--- config.mk ---
export PLATFORM = sky130hd
export DESIGN_NAME = johnson_phase_decoder
export DESIGN_NICKNAME = d
export VERILOG_FILES = /design/src/rtl/johnson_pkg.sv /design/src/rtl/johnson_code_check.sv /design/src/rtl/johnson_phase_decoder.sv
export SDC_FILE = /design/constraint.sdc
export NUM_CORES = 1
export LEC_CHECK = 0
export CORE_MARGIN = 2
export CORE_UTILIZATION = 40
export CTS_CLUSTER_SIZE = 14
export DETAILED_ROUTE_END_ITERATION = 7
export DONT_BUFFER_PORTS = 1
export SLEW_MARGIN = 0
export SYNTH_ARGS = -nofsm -noshare
export SYNTH_HDL_FRONTEND = slang
export SYNTH_SLANG_ARGS = --single-unit
--- constraint.sdc ---
create_clock -name clk -period 2.65 [get_ports clk]
set_input_delay 0.6625 -clock clk [delete_from_list [all_inputs] [get_ports clk]]
set_output_delay 0.6625 -clock clk [all_outputs]
set_load 0.01 [all_outputs]
--- src/rtl/johnson_pkg.sv ---
// johnson_pkg
// Shared types and helpers for decoding Johnson (twisted-ring) counter codes.
//   jc_state_e  : lock FSM state encoding
//   jc_code_of  : Johnson code for phase index k at width w
//   jc_is_legal : 1 when code is one of the 2*w legal Johnson codes
//   jc_to_idx   : phase index of a legal code (0 for illegal codes)
// Helpers take the counter width as an argument. Codes are passed
// zero-extended to JC_MAX_W bits.
package johnson_pkg;

  localparam int unsigned JC_MAX_W = 32;

  typedef enum logic [1:0] {
    ST_UNLOCKED = 2'd0,
    ST_ACQUIRE  = 2'd1,
    ST_LOCKED   = 2'd2
  } jc_state_e;

  // Phases 0..w fill ones from the LSB; phases w+1..2w-1 drain them from the LSB.
  function automatic logic [JC_MAX_W-1:0] jc_code_of(input int unsigned k, input int unsigned w);
    logic [JC_MAX_W-1:0] one_v;
    logic [JC_MAX_W-1:0] mask_v;
    logic [JC_MAX_W-1:0] code_v;
    one_v  = {{(JC_MAX_W-1){1'b0}}, 1'b1};
    mask_v = (one_v << w) - one_v;
    if (k <= w) begin
      code_v = (one_v << k) - one_v;
    end else begin
      code_v = mask_v ^ ((one_v << (k - w)) - one_v);
    end
    return code_v;
  endfunction

  function automatic logic jc_is_legal(input logic [JC_MAX_W-1:0] code, input int unsigned w);
    logic legal_v;
    legal_v = 1'b0;
    for (int unsigned k = 0; k < 2 * JC_MAX_W; k++) begin
      if ((k < 2 * w) && (code == jc_code_of(k, w))) begin
        legal_v = 1'b1;
      end else begin
        legal_v = legal_v;
      end
    end
    return legal_v;
  endfunction

  function automatic int unsigned jc_to_idx(input logic [JC_MAX_W-1:0] code, input int unsigned w);
    int unsigned idx_v;
    idx_v = 0;
    for (int unsigned k = 0; k < 2 * JC_MAX_W; k++) begin
      if ((k < 2 * w) && (code == jc_code_of(k, w))) begin
        idx_v = k;
      end else begin
        idx_v = idx_v;
      end
    end
    return idx_v;
  endfunction

endpackage

--- src/rtl/johnson_code_check.sv ---
// johnson_code_check
// Combinational classifier for one Johnson code sample.
//   jc_in : WIDTH-bit code from the counter
//   legal : code is one of the 2*WIDTH legal Johnson codes
//   idx   : phase index of the code (0 when illegal)
module johnson_code_check
  import johnson_pkg::*;
#(
  parameter int WIDTH = 4,
  parameter int IDX_W = 3
) (
  input  logic [WIDTH-1:0] jc_in,
  output logic             legal,
  output logic [IDX_W-1:0] idx
);

  logic [JC_MAX_W-1:0] code_s;

  // Zero-extend the sample and classify it.
  always_comb begin
    code_s = JC_MAX_W'(jc_in);
    legal  = jc_is_legal(code_s, unsigned'(WIDTH));
    idx    = IDX_W'(jc_to_idx(code_s, unsigned'(WIDTH)));
  end

endmodule

--- src/rtl/johnson_phase_decoder.sv ---
// johnson_phase_decoder
// Validates Johnson counter samples, decodes phase, tracks sequence lock.
//   clk, rst     : clock and synchronous active-high reset
//   in_valid     : jc_in is sampled this cycle
//   jc_in        : Johnson code from the counter
//   err_clr      : clears the sticky error (a same-cycle set wins)
//   phase_oh     : one-hot phase strobe
//   phase_idx    : binary phase index
//   phase_valid  : outputs reflect a legal code sampled last cycle
//   locked       : sequence lock achieved
//   wrap         : pulse on a locked 2W-1 -> 0 succession
//   err          : sticky error (illegal code or break while locked)
//   cyc_cnt      : count of wrap pulses, wrapping modulo 2^CYC_W
module johnson_phase_decoder
  import johnson_pkg::*;
#(
  parameter  int WIDTH    = 4,
  parameter  int LOCK_CNT = 3,
  parameter  int CYC_W    = 8,
  localparam int IDX_W    = $clog2(2 * WIDTH)
) (
  input  logic                 clk,
  input  logic                 rst,
  input  logic                 in_valid,
  input  logic [WIDTH-1:0]     jc_in,
  input  logic                 err_clr,
  output logic [2*WIDTH-1:0]   phase_oh,
  output logic [IDX_W-1:0]     phase_idx,
  output logic                 phase_valid,
  output logic                 locked,
  output logic                 wrap,
  output logic                 err,
  output logic [CYC_W-1:0]     cyc_cnt
);

  localparam int RUN_W = $clog2(LOCK_CNT + 1);
  localparam logic [IDX_W-1:0]   LAST_IDX = IDX_W'(2 * WIDTH - 1);
  localparam logic [RUN_W-1:0]   RUN_LOCK = RUN_W'(LOCK_CNT);
  localparam logic [2*WIDTH-1:0] OH_ONE   = {{(2*WIDTH-1){1'b0}}, 1'b1};

  jc_state_e          state_r, state_n;
  logic [RUN_W-1:0]   run_r, run_n;
  logic [IDX_W-1:0]   idx_prev_r, idx_prev_n;
  logic [2*WIDTH-1:0] phase_oh_r, phase_oh_n;
  logic [IDX_W-1:0]   phase_idx_r, phase_idx_n;
  logic               phase_valid_r, phase_valid_n;
  logic               locked_r;
  logic               wrap_r, wrap_n;
  logic               err_r, err_n;
  logic [CYC_W-1:0]   cyc_r, cyc_n;

  logic               legal_s;
  logic [IDX_W-1:0]   idx_s;
  logic [IDX_W-1:0]   succ_idx_s;
  logic               succ_s;
  logic               err_set_s;

  johnson_code_check #(
    .WIDTH (WIDTH),
    .IDX_W (IDX_W)
  ) u_check (
    .jc_in (jc_in),
    .legal (legal_s),
    .idx   (idx_s)
  );

  // Expected next index; 2W need not be a power of two, so wrap explicitly.
  always_comb begin
    if (idx_prev_r == LAST_IDX) begin
      succ_idx_s = '0;
    end else begin
      succ_idx_s = idx_prev_r + IDX_W'(1);
    end
    succ_s = legal_s && (idx_s == succ_idx_s);
  end

  // Lock FSM next-state, next output values and error/cycle bookkeeping.
  always_comb begin
    state_n       = state_r;
    run_n         = run_r;
    idx_prev_n    = idx_prev_r;
    phase_oh_n    = phase_oh_r;
    phase_idx_n   = phase_idx_r;
    phase_valid_n = 1'b0;
    wrap_n        = 1'b0;
    err_set_s     = 1'b0;
    cyc_n         = cyc_r;
    err_n         = err_r;

    if (in_valid) begin
      if (legal_s) begin
        idx_prev_n    = idx_s;
        phase_idx_n   = idx_s;
        phase_oh_n    = OH_ONE << idx_s;
        phase_valid_n = 1'b1;
      end else begin
        phase_oh_n    = '0;
        err_set_s     = 1'b1;
      end

      case (state_r)
        ST_UNLOCKED: begin
          if (legal_s) begin
            state_n = ST_ACQUIRE;
            run_n   = '0;
          end else begin
            state_n = ST_UNLOCKED;
          end
        end
        ST_ACQUIRE: begin
          if (!legal_s) begin
            state_n = ST_UNLOCKED;
            run_n   = '0;
          end else if (succ_s) begin
            run_n = run_r + RUN_W'(1);
            if ((run_r + RUN_W'(1)) == RUN_LOCK) begin
              state_n = ST_LOCKED;
            end else begin
              state_n = ST_ACQUIRE;
            end
          end else begin
            run_n = '0;
          end
        end
        ST_LOCKED: begin
          if (succ_s) begin
            // succ_s with prev == LAST_IDX implies the new index is 0.
            wrap_n = (idx_prev_r == LAST_IDX);
          end else begin
            state_n   = ST_UNLOCKED;
            run_n     = '0;
            err_set_s = 1'b1;
          end
        end
        default: begin
          state_n = ST_UNLOCKED;
          run_n   = '0;
        end
      endcase
    end else begin
      phase_valid_n = 1'b0;
    end

    if (wrap_n) begin
      cyc_n = cyc_r + CYC_W'(1);
    end else begin
      cyc_n = cyc_r;
    end

    if (err_set_s) begin
      err_n = 1'b1;
    end else if (err_clr) begin
      err_n = 1'b0;
    end else begin
      err_n = err_r;
    end
  end

  // FSM state, run counter and last accepted index.
  always_ff @(posedge clk) begin
    if (rst) begin
      state_r    <= ST_UNLOCKED;
      run_r      <= '0;
      idx_prev_r <= '0;
    end else begin
      state_r    <= state_n;
      run_r      <= run_n;
      idx_prev_r <= idx_prev_n;
    end
  end

  // Output registers.
  always_ff @(posedge clk) begin
    if (rst) begin
      phase_oh_r    <= '0;
      phase_idx_r   <= '0;
      phase_valid_r <= 1'b0;
      locked_r      <= 1'b0;
      wrap_r        <= 1'b0;
      err_r         <= 1'b0;
      cyc_r         <= '0;
    end else begin
      phase_oh_r    <= phase_oh_n;
      phase_idx_r   <= phase_idx_n;
      phase_valid_r <= phase_valid_n;
      locked_r      <= (state_n == ST_LOCKED);
      wrap_r        <= wrap_n;
      err_r         <= err_n;
      cyc_r         <= cyc_n;
    end
  end

  assign phase_oh    = phase_oh_r;
  assign phase_idx   = phase_idx_r;
  assign phase_valid = phase_valid_r;
  assign locked      = locked_r;
  assign wrap        = wrap_r;
  assign err         = err_r;
  assign cyc_cnt     = cyc_r;

endmodule
==> results of run 1 <==
==> placed cells by master, fill, tap and decap left out, drive strengths merged, types with 2 or more instances in the layout <==
| cell | count |
|---|---|
| a21oi | 16 |
| and2 | 2 |
| clkbuf | 3 |
| dfxtp | 27 |
| ha | 4 |
| inv | 6 |
| mux2 | 2 |
| mux2i | 3 |
| nand2 | 14 |
| nand2b | 5 |
| nand3 | 9 |
| nand4 | 5 |
| nand4b | 3 |
| nor2 | 12 |
| nor2b | 5 |
| nor3 | 5 |
| o21ai | 5 |
| o311ai | 2 |
| o31ai | 4 |
| o41ai | 2 |
| or3 | 4 |
| or4 | 2 |
| xnor2 | 4 |
==> through the flow <==
step                      worst slack [ns]  util (%)  power (uW)  hold WS (ns)  std cells
after floorplan                      0.557         -         513         0.432        167
after global placement               0.496      43.1         510         0.441        204
after detailed placement             0.477      43.1         510         0.448        204
after CTS                            0.419      44.0         694         0.371        208
after global routing                 0.296      44.0         724         0.353        208
final                                0.409      44.0         688         0.381        208
==> cells by family (layout without fill, tap and decap cells) <==
| family | Yosys count | count (layout) | share of synthesized area [%] |
|---|---|---|---|
| AOI/OAI and AO/OA | 40 | 40 | 20.4 |
| buffers and inverters | 15 | 10 | 5.12 |
| muxes | 5 | 5 | 3.58 |
| and+or+nand+nor | 71 | 71 | 27.6 |
| DFF | 27 | 27 | 36.9 |
| adders and majority gates | 4 | 4 | 3.41 |
| xor gates and xnor gates | 5 | 5 | 2.99 |
==> cell usage after synthesis (2+ instances only) <==
| cell | number |
|---|---|
| a21oi_1 | 16 |
| and2_1 | 2 |
| buf_2 | 2 |
| buf_6 | 2 |
| clkbuf_1 | 3 |
| dfxtp_1 | 27 |
| ha_1 | 4 |
| inv_1 | 6 |
| mux2_2 | 2 |
| mux2i_1 | 3 |
| nand2_1 | 14 |
| nand2b_1 | 5 |
| nand3_1 | 9 |
| nand4_1 | 3 |
| nand4b_1 | 3 |
| nor2_1 | 12 |
| nor2b_1 | 3 |
| nor2b_2 | 2 |
| nor3_1 | 5 |
| o21ai_0 | 4 |
| o31ai_1 | 4 |
| o41ai_1 | 2 |
| or3_1 | 4 |
| or4_1 | 2 |
| xnor2_1 | 4 |
==> final cells by class <==
type	count	area (um^2)	area share [%]
clock inverters	1	7.51	0.500
inverters	6	22.5	1.50
flip-flops and latches	27	541	36.0
multi-input cells	125	851	56.7
clock buffers	3	22.5	1.50
well taps	46	57.6	3.83
==> worst max-delay path: cells and delay by family (launching register included) <==
family,cells,cell delay [ns]
compound gates,3,0.98
fa+ha+maj,2,0.57
flops,1,0.40
simple gates,1,0.24
==> power groups by stage <==
| stage | clock (uW) | combinational [uW] | sequential, uW |
|---|---|---|---|
| after floorplan | 0 | 81.6 | 432 |
| after global placement | 0 | 76.0 | 434 |
| after detailed placement | 0 | 76.5 | 434 |
| after CTS | 191 | 77.3 | 425 |
| after global routing | 211 | 86.5 | 426 |
| final | 186 | 76.9 | 425 |
==> sequential cells by signal, summed over array words and instances (netlist names) <==
signal	cells
wrap	1
phase_idx	3
phase_oh	8
run_r	2
phase_valid	1
err	1
cyc_cnt	8
state_r	2
locked	1
==> final timing paths <==
kind | slack [ns] | startpoint | cells after the start | to
setup / recovery | 0.41 | phase_idx[0]$_SDFFE_PP0P_ | 6 | locked$_SDFF_PP0_
hold / removal | 0.38 | rst | 1 | state_r[0]$_SDFF_PP0_
setup reg to reg | 0.41 | phase_idx[0]$_SDFFE_PP0P_ | 6 | locked$_SDFF_PP0_
hold reg to reg | 0.47 | run_r[1]$_SDFFE_PP0P_ | 2 | run_r[1]$_SDFFE_PP0P_
==> routing by layer <==
metal	routed length [um]	track usage (%)
met1	1430	20.9
met2	1480	27.2
met3	201	3.65
met4	19	4.26
met5	0	0
==> flow_summary.yaml, run 1 <==
power_and_ir_drop:
  p_clk_share_pct: 27.1
  internal-power_uw: 505
  switching_share_pct: 26.6
  ir_worst_vdd_mv: 0.182
  p_switching_uw: 183
  p_leak_uw: 0.000499
  seqPwrFrac_pct: 61.7
  pwr_density_cell_nw_per_um2: 458
  combinationalPowerShare_pct: 11.2
cells_and_area:
  final_cell_area_um2: 1500
  n_antenna_cell: 0
  syn2layout_area_growth_pct: 2.39
  nets: 175
  drive_gt1_share_pct: 9.26
  fill_cells: 345
synthesis:
  ys_warn_count: 0
  syn-instance-count: 167
  netlist.area_leader.share_pct: 36.9
  syn_area_per_cell_um2: 8.78
  ys_seq_area_share_pct: 36.9
  netlist-cell-type-count: 49
  synth_area_leader_cell: "dfxtp_1"
  synthArstFlopShare_pct: 0
  synth_area_leaders: "dfxtp_1 37%, a21oi_1 5.5%, nand2_1 3.6%"
  synth_ff_type: "dfxtp_1"
  synth_nets: 179
  ys_ff_latch: 27
  synth-edff-count: 0
  netlist_area_um2: 1470
clocking:
  clockBufferDepth: 2
  cts_hold_buf: 0
  htree_levels: 1
  clock_tree.root_cell: "clkbuf_4"
  cts_repair_resize_count: 0
  cts_buffers: 3
  cts_tree: "yes"
  clk_pin_slew_ns: 0.15
  insertion_delay_ns: 0.32
  cts_sinks: 27
  post-cts-setup-buffer-count: 0
floorplanning:
  initial_utilization_pct: 42.9
  dieArea_um2: 4170
  die_h_um: 64.5
  boundaryPins: 31
  die_x_um: 64.5
  core_um2: 3420
  row_count: 21
sta:
  min_period_ns: 2.24
  setup_tns_ns: 0
  relSlewSlack_pct: 69.2
  hold_viol: 0
  finalCritPeriodShare_pct: 84.6
  setup_viol: 0
  tightest_slew_ns: 0.459
  slew_viol_final: 0
  fmax_mhz: 446
  rsz0062_at_grt: "false"
  fin_skew_ns: 0.00254
global_routing:
  overflow: 0
  grt_max_degree: 25
  grt_pass1_wl_um: 5450
  grt_util_all_layers_pct: 16.2
  antenna_found_initial: 0
  grt_pass1_vias: 1144
worst_setup_path:
  critPathKind: "reg -> reg"
  critPathRequiredTime_ns: 2.93
  slowest_stage: "dfxtp_1"
  cpPeakStageDelay_ns: 0.40
  cp_max_fo: 6
  worstSetupEndpointType: "flop"
  arrival_ns: 2.53
  critPathLaunchType: "flop"
  cp_cell_sequence: "ha_1, ha_1, o311ai_4, nand4_2, o32ai_1, o311a_1"
  path_common_cell: "ha_1"
placed_design:
  post-dp-hpwl_um: 2250
  globalplace.congestion: 0.837
  place_area_um2: 1470
  io_buffers: 0
routing:
  dr.pass1.iters: 4
  drc: 0
  routed_wl_um: 3120
  post_drt_wl_per_cell_um: 15.0
  avgViaCountPerCell: 5.73
  antenna_left: 0
  initialDrtViolationCount: 30
  num_vias: 1191
run_status:
  run_status: "complete, no violations"
min_path:
  hold_class: "in -> reg"
flow_run:
  cap_violations: 0
Power figures use the tool's default switching activity.
==> inputs of run 2 (changes only) <==
==> constraint.sdc (replaced) <==
create_clock -name clk -period 2.3 [get_ports clk]
set_input_delay 0.575 -clock clk [delete_from_list [all_inputs] [get_ports clk]]
set_output_delay 0.575 -clock clk [all_outputs]
set_load 0.01 [all_outputs]
==> flow_summary.yaml, run 2 (synthesis results as in run 1) <==
run_status:
  run_status: "complete, no violations"
sta:
  hold_viol: 0
  finalCritPeriodShare_pct: 95.4
  setup_viol: 0
  slew_viol_final: 0
  min_period_ns: 2.19
  relSlewSlack_pct: 66.4
  tightest_slew_ns: 0.500
  fmax_mhz: 456
  fin_skew_ns: 0.00178
  rsz0062_at_grt: "true"
cells_and_area:
  final_cell_mix: "26 x dfxtp_1, 15 x a21oi_1, 14 x nand2_1, 12 x nor2_1, 9 x nand3_1"
  layout_commonest_cell: "dfxtp_1"
  seqCellArea_um2: 544
  fill_cells: 344
  final_cell_area_um2: 1550
  multi_input_area_um2: 865
  drive_gt1_share_pct: 14.4
  post-route-util_pct: 45.5
  nets: 180
  syn2layout_area_growth_pct: 5.97
  n_antenna_cell: 0
power_and_ir_drop:
  p_leak_uw: 0.000526
  ir_worst_vdd_mv: 0.252
  p_clk_share_pct: 26.0
  p_switching_uw: 206
  switching_share_pct: 26.0
  internal-power_uw: 586
  combinationalPowerShare_pct: 12.6
  finalPower_uw: 792
  pwr_density_cell_nw_per_um2: 510
  seqPwrFrac_pct: 61.5
routing:
  initialDrtViolationCount: 46
  drc: 0
  antenna_left: 0
  routed_wl_um: 3290
  post_drt_wl_per_cell_um: 15.4
  dr.pass1.iters: 4
  avgViaCountPerCell: 5.78
  num_vias: 1232
worst_setup_path:
  rr_startpoint: "phase_idx[1]$_SDFFE_PP0P_"
  cp.depth: 6
  cp-endpoint: "run_r[1]$_SDFFE_PP0P_"
  cp_max_fo: 6
  critPathKind: "reg -> reg"
  critPathLaunch: "phase_idx[1]$_SDFFE_PP0P_"
  cp_num_buf_inv: 0
  cpPeakStageDelay_ns: 0.52
  r2r_cells: 6
  cpLargestDelayFamily: "simple AND/OR/NAND/NOR gates"
  critPathLaunchType: "flop"
  slowest_stage: "or4b_1"
  worstSetupEndpointType: "flop"
  rr_endpoint: "run_r[1]$_SDFFE_PP0P_"
  cp_cell_sequence: "ha_1, ha_2, o311ai_4, nand4_2, or4b_1, o21ai_1"
  r2r_slack_ns: 0.11
  critPathRequiredTime_ns: 2.57
  arrival_ns: 2.47
floorplanning:
  core_um2: 3420
  row_count: 21
  initial_utilization_pct: 42.9
  die_h_um: 64.5
  boundaryPins: 31
  die_x_um: 64.5
  dieArea_um2: 4170
global_routing:
  grt_pass1_vias: 1152
  grt_util_all_layers_pct: 16.3
  grt_max_degree: 25
  antenna_found_initial: 0
  grt_pass1_wl_um: 5370
  overflow: 0
min_path:
  hold_start: "rst"
  hold_class: "in -> reg"
placed_design:
  place_area_um2: 1500
  io_buffers: 0
  globalplace.congestion: 0.801
  post-dp-hpwl_um: 2370
clocking:
  clock_tree.root_cell: "clkbuf_4"
  insertion_delay_ns: 0.33
  htree_levels: 1
  cts_buffers: 3
  clk_pin_slew_ns: 0.14
  cts_tree: "yes"
  cts_sinks: 27
  clockBufferDepth: 2
flow_run:
  cap_violations: 0
==> run 2: cell types whose count changed in the layout (fill, tap and decap cells not counted), sizes merged <==
cell / delta
buf: +5
clkinv: +1
clkinvlp: -1
==> run 2: worst min path at each step <==
stage,endpoint,cells after the start,slack [ns]
6_report,cyc_cnt[6]$_SDFFE_PP0P_,1,0.29
5_1_grt,cyc_cnt[6]$_SDFFE_PP0P_,1,0.26
4_1_cts,cyc_cnt[6]$_SDFFE_PP0P_,1,0.28
3_5_place_dp,run_r[1]$_SDFFE_PP0P_,2,0.45
2_1_floorplan,run_r[1]$_SDFFE_PP0P_,2,0.43
3_3_place_gp,run_r[1]$_SDFFE_PP0P_,2,0.44
==> run 2: final cells by class <==
type	instances	share of cell area, %
Clock buffer	3	1.45
Clock inverter	1	0.322
Inverter	6	1.45
Multi-Input combinational cell	125	55.6
Sequential cell	27	35.0
Tap cell	46	3.70
Timing Repair Buffer	5	2.42
==> run 2: timing repair <==
item,4_1_cts,5_1_grt
buffers inserted,0,1
gates resized for setup,0,5
endpoints found under the setup margin,0,6
hold buffers,0,0
==> run 2: routing by layer <==
metal / vias to the layer above / track usage (%) / part of all wire [%]
met2: 31 / 27.9 / 48
met1: 584 / 19.8 / 45
li1: 612 / - / -
met5: - / 0 / 0
met3: 5 / 3.82 / 5.8
met4: 0 / 6.38 / 1.4
==> run 2: per-stage QoR <==
| step | std cells | hold slack (ns) | TNS, ns | setup slack, ns |
|---|---|---|---|---|
| floorplan | 167 | 0.432 | 0 | 0.269 |
| global placement | 208 | 0.442 | 0 | 0.180 |
| detailed placement | 208 | 0.452 | 0 | 0.122 |
| CTS | 212 | 0.283 | 0 | 0.0907 |
| global route | 213 | 0.265 | -0.0325 | -0.0142 |
| finish | 213 | 0.286 | 0 | 0.107 |
==> run 2: worst register-to-register path: cells and delay by family (launching register included) <==
family,cells,cell delay [ns]
adders and majority gates,2,0.48
DFF,1,0.39
AOI/OAI and AO/OA,2,0.50
and+or+nand+nor,2,0.76
==> run 2: power groups by stage <==
stage	logic, uW	clock network [uW]	registers, uW
6_report	99.4	206	487
5_1_grt	110	234	488
4_1_cts	97.0	215	487
3_5_place_dp	96.5	0	498
3_3_place_gp	95.4	0	497
2_1_floorplan	94.1	0	497
==> inputs of run 3 (changes only) <==
==> constraint.sdc (replaced) <==
create_clock -name clk -period 1.8 [get_ports clk]
set_input_delay 0.45 -clock clk [delete_from_list [all_inputs] [get_ports clk]]
set_output_delay 0.45 -clock clk [all_outputs]
set_load 0.01 [all_outputs]
==> flow_summary.yaml, run 3 (synthesis results as in run 1) <==
global_routing:
  overflow: 0
  grt.busiest_layer: "met2"
  grt_util_all_layers_pct: 17.7
  gr-usage-met1_pct: 22.3
  met3_usage_pct: 4.34
  grt_pass1_vias: 1235
  antenna_found_initial: 0
  grt_max_degree: 25
  grt_pass1_wl_um: 5940
  grt_use_met2_pct: 30.5
sta:
  setup_viol: 14
  setup_slack_ns: -0.193
  fin_skew_ns: 0.00893
  rsz0062_at_grt: "true"
  hold_viol: 0
  finalCritPeriodShare_pct: 111
  relSlewSlack_pct: 68.0
  fmax_mhz: 502
  setup_tns_ns: -1.11
  min_period_ns: 1.99
  slew_viol_final: 0
  tightest_slew_ns: 0.477
floorplanning:
  initial_utilization_pct: 42.9
  die_x_um: 64.5
  die_h_um: 64.5
  core_um2: 3420
  boundaryPins: 31
  row_count: 21
  dieArea_um2: 4170
cells_and_area:
  fill_cells: 337
  drive_gt1_share_pct: 31.1
  layout_commonest_cell: "dfxtp_1"
  n_antenna_cell: 0
  syn2layout_area_growth_pct: 26.5
  nets: 196
  final_cell_mix: "25 x dfxtp_1, 17 x buf_4, 14 x nand2_1, 12 x a21oi_1, 12 x nor2_1"
power_and_ir_drop:
  pwr_density_cell_nw_per_um2: 592
  finalPower_uw: 1100
  p_leak_uw: 0.000661
  ir_worst_vdd_mv: 0.247
clocking:
  cts_tree: "yes"
  insertion_delay_ns: 0.33
  htree_levels: 1
  cts_sinks: 27
  cts_buffers: 3
  clockBufferDepth: 2
  clk_pin_slew_ns: 0.15
  clock_tree.root_cell: "clkbuf_4"
routing:
  num_vias: 1304
  avgViaCountPerCell: 5.69
  routed_wl_um: 3650
  dr.pass1.iters: 4
  drc: 0
  antenna_left: 0
  post_drt_wl_per_cell_um: 15.9
  initialDrtViolationCount: 63
placed_design:
  globalplace.congestion: 0.896
  io_buffers: 0
  post-dp-hpwl_um: 2440
worst_setup_path:
  critPathLaunchType: "flop"
  critPathRequiredTime_ns: 2.07
  arrival_ns: 2.26
  cp_max_fo: 5
  worstSetupEndpointType: "flop"
  critPathKind: "reg -> reg"
run_status:
  run_status: "complete, but fails checks"
  failed_checks: "setup timing"
flow_run:
  cap_violations: 0
min_path:
  hold_class: "in -> reg"
run 3: changes by cell type in the layout (fill, tap and decap cells not counted), sizes merged:
cell / change
buf: +16
clkinv: -1
clkinvlp: +1
run 3: worst paths after layout:
path         depth (start not counted)  slack, ns                      end                       from
min                                  1       0.16  cyc_cnt[3]$_SDFFE_PP0P_                        rst
max                                  8      -0.19  cyc_cnt[5]$_SDFFE_PP0P_  phase_idx[0]$_SDFFE_PP0P_
min reg2reg                          2       0.47    run_r[1]$_SDFFE_PP0P_      run_r[1]$_SDFFE_PP0P_
max reg2reg                          8      -0.19  cyc_cnt[5]$_SDFFE_PP0P_  phase_idx[0]$_SDFFE_PP0P_
run 3: worst max-delay path, cell delays in order (launching register included):
cell and delay (ns):
dfxtp_2 0.36, ha_4 0.16, ha_4 0.31, nand3_4 0.08, o311ai_4 0.08, buf_6 0.17
nand4_4 0.12, or4_4 0.51, a21oi_2 0.14
run 3: routing by layer:
metal  vias to the layer above  wire [um]  share of wire, %
li1                        645          -                 -
met1                       623       1610                44
met2                        32       1810                50
met3                         4        179               4.9
met4                         0         47               1.3
met5                         -          0                 0
run 3: layout make-up:
class | count | area [um^2] | share of cell area (%)
Inverter | 6 | 22.5 | 1.21
Timing Repair Buffer | 21 | 173 | 9.31
Clock inverter | 1 | 7.51 | 0.405
Clock buffer | 3 | 22.5 | 1.21
Multi-Input combinational cell | 125 | 1030 | 55.5
Sequential cell | 27 | 543 | 29.3
Tap cell | 46 | 57.6 | 3.10
run 3: power breakdown:
part	leakage, uW	internal [uW]	switching, uW
clock network	0.0000139	84.9	185
registers	0.000219	611	10.7
logic	0.000427	101	106
run 3: timing repair:
| action | in CTS | in global routing |
|---|---|---|
| hold buffers | 0 | 0 |
| gates resized for setup | 15 | 15 |
| setup endpoints to repair | 11 | 14 |
| buffers inserted | 7 | 3 |
| pin swaps | 17 | 9 |
| endpoints found under the hold margin | 0 | 0 |
run 3: metrics by stage:
| stage | util (%) | hold slack, ns | setup slack [ns] | cell area [um^2] | cells |
|---|---|---|---|---|---|
| after floorplan | - | 0.432 | -0.104 | 1500 | 167 |
| after global placement | 46.5 | 0.446 | -0.137 | 1590 | 215 |
| after detailed placement | 46.5 | 0.449 | -0.197 | 1590 | 215 |
| after CTS | 51.9 | 0.152 | -0.170 | 1770 | 226 |
| after global routing | 54.3 | 0.129 | -0.265 | 1860 | 229 |
| final | 54.3 | 0.165 | -0.193 | 1860 | 229 |
